**src/rtl/stage_pkg.sv**
```systemverilog
// ============================================================================
// Module      : stage_pkg
// Description : Constants and FSM state type shared by the stage-1 cipher
//               stages (encrypt and decrypt).
// Revision    : 1.0 - initial release
// ============================================================================
`default_nettype none

package stage_pkg;

    localparam int c_WIDTH_DEF     = 16;
    localparam int c_ADD_CONST     = 3;
    localparam int c_KEY_SHIFT_MSB = 4;
    localparam int c_KEY_SHIFT_LSB = 2;
    localparam int c_CNT_W         = c_KEY_SHIFT_MSB - c_KEY_SHIFT_LSB + 1;

    typedef enum logic [2:0] {
        IDLE  = 3'd0,
        SUB   = 3'd1,
        SHIFT = 3'd2,
        FIN   = 3'd3,
        DONE  = 3'd4
    } stage_state_t;

endpackage

`default_nettype wire

```
**src/rtl/stage1_dec_if.sv**
```systemverilog
// ============================================================================
// Module      : stage1_dec_if
// Description : ld/start/done handshake and data bus of the stage-1 decrypt.
// Revision    : 1.0 - initial release
// ============================================================================
`default_nettype none

interface stage1_dec_if
    import stage_pkg::*;
#(
    parameter int WIDTH = c_WIDTH_DEF
);
    logic [4:0]       key_bits;
    logic [WIDTH-1:0] input_data;
    logic             ld;
    logic             start;
    logic [WIDTH-1:0] stg1_dec_out;
    logic             done;
    logic             busy;
    logic             err;

    modport master (
        output key_bits, input_data, ld, start,
        input  stg1_dec_out, done, busy, err
    );

    modport slave (
        input  key_bits, input_data, ld, start,
        output stg1_dec_out, done, busy, err
    );
endinterface

`default_nettype wire

```
**src/rtl/stage1_dec_shifter.sv**
```systemverilog
// ============================================================================
// Module      : stage1_dec_shifter
// Description : Serial one-bit-per-cycle logical right shifter with its
//               shift-count down-counter.
// Revision    : 1.0 - initial release
// ============================================================================
`default_nettype none

module stage1_dec_shifter
    import stage_pkg::*;
#(
    parameter int WIDTH = c_WIDTH_DEF
) (
    input  wire logic               clk1,
    input  wire logic               rst,
    input  wire logic               i_cnt_load,
    input  wire logic [c_CNT_W-1:0] i_cnt,
    input  wire logic               i_work_load,
    input  wire logic [WIDTH-1:0]   i_work,
    input  wire logic               i_shift,
    output logic      [WIDTH-1:0]   o_work,
    output logic      [c_CNT_W-1:0] o_cnt,
    output logic                    o_cnt_zero,
    output logic                    o_cnt_last
);

    logic [WIDTH-1:0]   r_work;
    logic [c_CNT_W-1:0] r_cnt;

    always_ff @(posedge clk1) begin
        if (rst) begin
            r_work <= '0;
            r_cnt  <= '0;
        end else begin
            if (i_cnt_load) begin
                r_cnt <= i_cnt;
            end else if (i_shift) begin
                r_cnt <= r_cnt - 1'b1;
            end

            if (i_work_load) begin
                r_work <= i_work;
            end else if (i_shift) begin
                r_work <= {1'b0, r_work[WIDTH-1:1]};
            end
        end
    end

    assign o_work     = r_work;
    assign o_cnt      = r_cnt;
    assign o_cnt_zero = (r_cnt == '0);
    assign o_cnt_last = (r_cnt == c_CNT_W'(1));

endmodule

`default_nettype wire

```
**src/rtl/stage1_dec.sv**
```systemverilog
// ============================================================================
// Module      : stage1_dec
// Description : Stage-1 decrypt: out = ((in - ADD_CONST) mod 2^WIDTH) >> k,
//               k = key_bits[4:2], shifted serially. Optional ciphertext
//               check enabled by macro STG1_DEC_CHECK_EN.
// Revision    : 1.0 - initial release
// ============================================================================
`default_nettype none

module stage1_dec
    import stage_pkg::*;
#(
    parameter int WIDTH     = c_WIDTH_DEF,
    parameter int ADD_CONST = c_ADD_CONST
) (
    input  wire logic   clk1,
    input  wire logic   rst,
    stage1_dec_if.slave bus
);

    localparam logic [WIDTH-1:0] c_SUB = WIDTH'(ADD_CONST);

    stage_state_t       r_state;
    logic [WIDTH-1:0]   r_data;
    logic [WIDTH-1:0]   r_out;
    logic               r_done;
    logic               r_busy;

    logic [WIDTH-1:0]   w_sub;
    logic [WIDTH-1:0]   w_work;
    logic [c_CNT_W-1:0] w_cnt;
    logic               w_cnt_zero;
    logic               w_cnt_last;
    logic               w_unused_key;

    assign w_sub        = r_data - c_SUB;
    assign w_unused_key = ^bus.key_bits[c_KEY_SHIFT_LSB-1:0];

    // ld overrides everything below rst, so it also masks the datapath strobes
    stage1_dec_shifter #(.WIDTH(WIDTH)) u_shifter (
        .clk1        (clk1),
        .rst         (rst),
        .i_cnt_load  (!bus.ld && r_state == IDLE && bus.start),
        .i_cnt       (bus.key_bits[c_KEY_SHIFT_MSB:c_KEY_SHIFT_LSB]),
        .i_work_load (!bus.ld && r_state == SUB),
        .i_work      (w_sub),
        .i_shift     (!bus.ld && r_state == SHIFT),
        .o_work      (w_work),
        .o_cnt       (w_cnt),
        .o_cnt_zero  (w_cnt_zero),
        .o_cnt_last  (w_cnt_last)
    );

`ifdef STG1_DEC_CHECK_EN
    logic             r_err;
    logic [WIDTH-1:0] w_low_mask;

    // Nonzero discarded bits mean the word was not produced by the encrypt stage
    assign w_low_mask = ~({WIDTH{1'b1}} << w_cnt);

    always_ff @(posedge clk1) begin
        if (rst || bus.ld) begin
            r_err <= 1'b0;
        end else if (r_state == SUB && (w_sub & w_low_mask) != '0) begin
            r_err <= 1'b1;
        end
    end

    assign bus.err = r_err;
`else
    assign bus.err = 1'b0;
`endif

    always_ff @(posedge clk1) begin
        if (rst) begin
            r_state <= IDLE;
            r_data  <= '0;
            r_out   <= '0;
            r_done  <= 1'b0;
            r_busy  <= 1'b0;
        end else if (bus.ld) begin
            r_state <= IDLE;
            r_data  <= bus.input_data;
            r_done  <= 1'b0;
            r_busy  <= 1'b0;
        end else begin
            case (r_state)
                IDLE: begin
                    if (bus.start) begin
                        r_state <= SUB;
                        r_busy  <= 1'b1;
                    end
                end
                SUB: begin
                    r_state <= w_cnt_zero ? FIN : SHIFT;
                end
                SHIFT: begin
                    if (w_cnt_last) begin
                        r_state <= FIN;
                    end
                end
                FIN: begin
                    r_out   <= w_work;
                    r_done  <= 1'b1;
                    r_busy  <= 1'b0;
                    r_state <= DONE;
                end
                DONE: begin
                    r_state <= DONE;
                end
                default: begin
                    r_state <= IDLE;
                    r_busy  <= 1'b0;
                end
            endcase
        end
    end

    assign bus.stg1_dec_out = r_out;
    assign bus.done         = r_done;
    assign bus.busy         = r_busy;

endmodule

`default_nettype wire
```
**src/flat_wrapper.sv**
```systemverilog
// flat-port wrapper written by rule: the top's interface ports become plain ports
module stage1_dec_flat import stage_pkg::*;
#(
    parameter int WIDTH     = c_WIDTH_DEF,
    parameter int ADD_CONST = c_ADD_CONST
)
  (clk1, rst, bus_key_bits, bus_input_data, bus_ld, bus_start, bus_stg1_dec_out, bus_done, bus_busy, bus_err);
  stage1_dec_if #(.WIDTH(WIDTH)) bus_i ();
  input  wire logic clk1;
  input  wire logic rst;
  input wire logic [$bits(bus_i.key_bits)-1:0] bus_key_bits;
  input wire logic [$bits(bus_i.input_data)-1:0] bus_input_data;
  input wire logic [$bits(bus_i.ld)-1:0] bus_ld;
  input wire logic [$bits(bus_i.start)-1:0] bus_start;
  output wire logic [$bits(bus_i.stg1_dec_out)-1:0] bus_stg1_dec_out;
  output wire logic [$bits(bus_i.done)-1:0] bus_done;
  output wire logic [$bits(bus_i.busy)-1:0] bus_busy;
  output wire logic [$bits(bus_i.err)-1:0] bus_err;
  assign bus_i.key_bits = bus_key_bits;
  assign bus_i.input_data = bus_input_data;
  assign bus_i.ld = bus_ld;
  assign bus_i.start = bus_start;
  assign bus_stg1_dec_out = bus_i.stg1_dec_out;
  assign bus_done = bus_i.done;
  assign bus_busy = bus_i.busy;
  assign bus_err = bus_i.err;
  stage1_dec #(.WIDTH(WIDTH), .ADD_CONST(ADD_CONST)) u_core (.clk1(clk1), .rst(rst), .bus(bus_i));
endmodule
```
**config.mk**
```make
export PLATFORM = sky130hd
export DESIGN_NAME = stage1_dec_flat
export DESIGN_NICKNAME = d
export VERILOG_FILES = /design/src/rtl/stage_pkg.sv /design/src/rtl/stage1_dec_if.sv /design/src/rtl/stage1_dec_shifter.sv /design/src/rtl/stage1_dec.sv /design/src/flat_wrapper.sv
export SDC_FILE = /design/constraint.sdc
export NUM_CORES = 1
export LEC_CHECK = 0
export ABC_CLOCK_PERIOD_IN_PS = 1600
export CORE_ASPECT_RATIO = 0.5
export CORE_MARGIN = 2
export CORE_UTILIZATION = 47
export DETAILED_ROUTE_END_ITERATION = 6
export GPL_TIMING_DRIVEN = 0
export PLACE_DENSITY = 0.85
export SLEW_MARGIN = 20
export SYNTH_ARGS = -nofsm -noshare
export SYNTH_HDL_FRONTEND = slang
export SYNTH_SLANG_ARGS = --single-unit
```
**constraint.sdc**
```tcl
create_clock -name clk1 -period 1.6 [get_ports clk1]
set_input_delay 0.32 -clock clk1 [delete_from_list [all_inputs] [get_ports clk1]]
set_output_delay 0.32 -clock clk1 [all_outputs]
set_load 0.01 [all_outputs]
```
==> impl_metrics.py <==
metrics = {
    "synth": {
        "synth-seq-cells": 56,
        "synth_edf_count": 0,
        "yosysSeqAreaShare_pct": 43.14,
        "ys_types": 46,
        "syn_area_um2": 2599,
        "synth_top_cell_by_area": "dfxtp_1",
        "ys.flop_type": "dfxtp_1",
        "synth_top_area_share_pct": 43.14,
        "syn-num-nets": 324,
        "syn_inst": 295,
        "yosysWarnings": 0,
        "synthArstFlopShare_pct": 0,
        "synth_area_per_cell_um2": 8.809,
        "synthTopCellsByArea": "dfxtp_1, mux2i_1, nand2_1, nor2_1, a21oi_1",
    },
    "power_and_ir_drop": {
        "p_leak_uw": 0.001286,
        "clockPowerShare_pct": 31.9,
        "sw_frac_of_total_pct": 26.90,
        "seqPwrFrac_pct": 51.6,
        "intPower_uw": 2136,
        "pwr-share-comb_pct": 16.5,
        "p_per_area_nw_per_um2": 831.8,
        "p_sw_uw": 786.2,
        "finalPower_uw": 2922,
        "ir_drop_uv": 401.6,
    },
    "layout": {
        "drive_gt1_share_pct": 19.89,
        "diodes": 0,
        "syn2layout_area_growth_pct": 35.20,
        "layout_commonest_cell": "dfxtp_1",
        "finalNetCount": 385,
        "fin_area_um2": 3513,
        "final_cell_mix": "dfxtp_1, nand2_1, clkdlybuf4s50_1",
    },
    "critical_path": {
        "end_kind": "register",
        "startpoint": "u_core.r_data[1]",
        "r2r_cells": 5,
        "crit_path_end": "u_core.u_shifter.o_work[8]",
        "rr_startpoint": "u_core.r_data[1]",
        "start_kind": "register",
        "r2r_slack_ns": -0.16,
        "r2r-end": "u_core.u_shifter.o_work[8]",
        "cp_max_fo": 3,
        "worstPathArrival_ns": 1.97,
        "crit_type": "reg -> reg",
        "crit_required_ns": 1.81,
    },
    "global_route": {
        "antenna_found_initial": 0,
        "globalRouteOverflowTotal": 0,
        "grt_pass1_wl_um": 11310,
        "groute.usage.overall_pct": 23.94,
        "grt_max_degree": 17,
        "grt_pass1_vias": 2327,
    },
    "route": {
        "vias": 2493,
        "drt_drc_violations_left": 0,
        "ant_nets": 0,
        "drt_iter0_markers": 207,
        "wl_per_cell_um": 17.53,
        "viasPerCell": 5.798,
        "wl_um": 7537,
        "firstDrtPassIters": 5,
    },
    "clock_tree": {
        "cts_hold_buf": 0,
        "cts_max_level": 2,
        "cts_tree": "built",
        "cts_made_buffers": 5,
        "clk_latency_ns": 0.32,
        "cts-root-buf": "clkbuf_8",
        "clk_pin_slew_ns": 0.10,
        "cts.sink_count": 56,
        "clockBufferDepth": 2,
    },
    "floorplan": {
        "io_pins": 44,
        "core_area_um2": 5396,
        "die_y_um": 56.58,
        "num_rows": 19,
        "dieArea_um2": 6176,
        "floorplan.initialDensity_pct": 48.16,
        "die_w_um": 109.2,
    },
    "timing": {
        "final-setup-viol-count": 5,
        "worstMarginPinSlew_ns": 0.7171,
        "tns_ns": -0.3576,
        "maxSlewViolCount": 0,
        "hold-worst-slack_ns": 0.4591,
        "max_slew_margin_pct": 52.20,
        "hold_viol": 0,
        "fmax_ghz": 0.5691,
        "fin_skew_ns": 0.005523,
        "finalCritPeriodShare_pct": 109.8,
        "fin_crit_ns": 1.757,
        "rsz0062_at_grt": "true",
        "setup_ws_ns": -0.1573,
    },
    "run_status": {
        "status": "finished with violations",
        "violations": "setup timing",
    },
    "flow_run": {
        "cap_violations": 0,
    },
    "hold_path": {
        "min_path_type": "reg -> reg",
    },
    "placed_design": {
        "place_congestion": 0.8769,
        "dpl.hpwl_um": 4925,
        "dpl_cell_area_um2": 3103,
        "port_buffers": 39,
    },
}
synthesized netlist by cell type, drive strengths merged (5+ instances only):
library cell,n
dfxtp,56
buf,11
xnor2,6
a21oi,22
nand3,6
clkbuf,9
nand2,45
a211oi,14
nor2b,12
nor2,32
a31oi,5
nor3,5
mux2i,18
nand4,5
xor2,7
final cells by class:
| type | count | area [um2] |
|---|---|---|
| plain buffers | 20 | 120.1 |
| fillers | 393 | 1883 |
| clock buffers | 6 | 72.57 |
| well taps | 73 | 91.34 |
| clock inverters | 2 | 35.03 |
| repair buffers | 54 | 506.7 |
| inverters | 2 | 7.507 |
| flip-flops and latches | 56 | 1140 |
| multi-input cells | 217 | 1540 |
worst max-delay path: stages (launching register included):
cell and delay, ns:
dfxtp_4 0.37, ha_4 0.17, or4_4 0.45, o41ai_4 0.27, a31oi_2 0.15, a22o_1 0.24
sequential cells by signal, summed over array words and instances (netlist names):
name                     cells
u_core.bus.busy              1
u_core.u_shifter.o_cnt       3
u_core.r_state               3
u_core.bus.done              1
u_core.r_data               16
u_core.bus.stg1_dec_out     16
u_core.u_shifter.o_work     16
routing by layer:
layer / global-route usage, % / share of wire [%] / up-vias
met5: 0 / 0 / -
met4: 7.875 / 1.4 / 0
met3: 5.807 / 7.7 / 15
met2: 38.69 / 47 / 114
met1: 31.52 / 44 / 1203
li1: - / - / 1161
power by group through the flow:
stage / sequential, uW / combinational [uW] / clock, uW
after global placement: 1530 / 362 / 0
after detailed placement: 1540 / 379 / 0
final: 1510 / 482 / 931
after global routing: 1510 / 515 / 991
after CTS: 1500 / 412 / 933
after floorplan: 1520 / 255 / 0
cell families (layout without fill, tap and decap cells):
| kind of cell | Yosys count | after routing | synth area share, % |
|---|---|---|---|
| AO/OA/AOI/OAI | 61 | 61 | 16.37 |
| XOR/XNOR | 13 | 13 | 4.381 |
| adder cells (fa/ha/maj) | 4 | 4 | 1.926 |
| buffers and inverters | 22 | 84 | 3.755 |
| flip-flops | 56 | 56 | 43.14 |
| multiplexers | 18 | 18 | 6.933 |
| other | 1 | 1 | 0.1443 |
| AND/OR/NAND/NOR | 120 | 120 | 23.35 |
through the flow:
| step | utilization (%) | setup slack (ns) | instances |
|---|---|---|---|
| finish | 65.11 | -0.1573 | 430 |
| global route | 65.11 | -0.1990 | 430 |
| CTS | 61.65 | -0.1272 | 425 |
| detailed placement | 57.50 | -0.4415 | 407 |
| global placement | 57.50 | -0.4516 | 407 |
| floorplan | - | 0.01133 | 295 |
worst min-delay path by stage:
stage,startpoint,to,depth (start not counted)
floorplan,u_core.u_shifter.o_work[3],u_core.bus.stg1_dec_out[3],2
global placement,u_core.bus.stg1_dec_out[12],u_core.bus.stg1_dec_out[12],2
detailed placement,u_core.bus.stg1_dec_out[15],u_core.bus.stg1_dec_out[15],2
CTS,u_core.bus.stg1_dec_out[15],u_core.bus.stg1_dec_out[15],2
global route,u_core.bus.stg1_dec_out[4],u_core.bus.stg1_dec_out[4],2
finish,u_core.bus.stg1_dec_out[15],u_core.bus.stg1_dec_out[15],2
timing repair:
action	4_1_cts	5_1_grt
buffers inserted	10	5
pin swaps	3	11
setup endpoints to repair	37	43
gates resized for setup	15	43
Power figures use the tool's default switching activity.
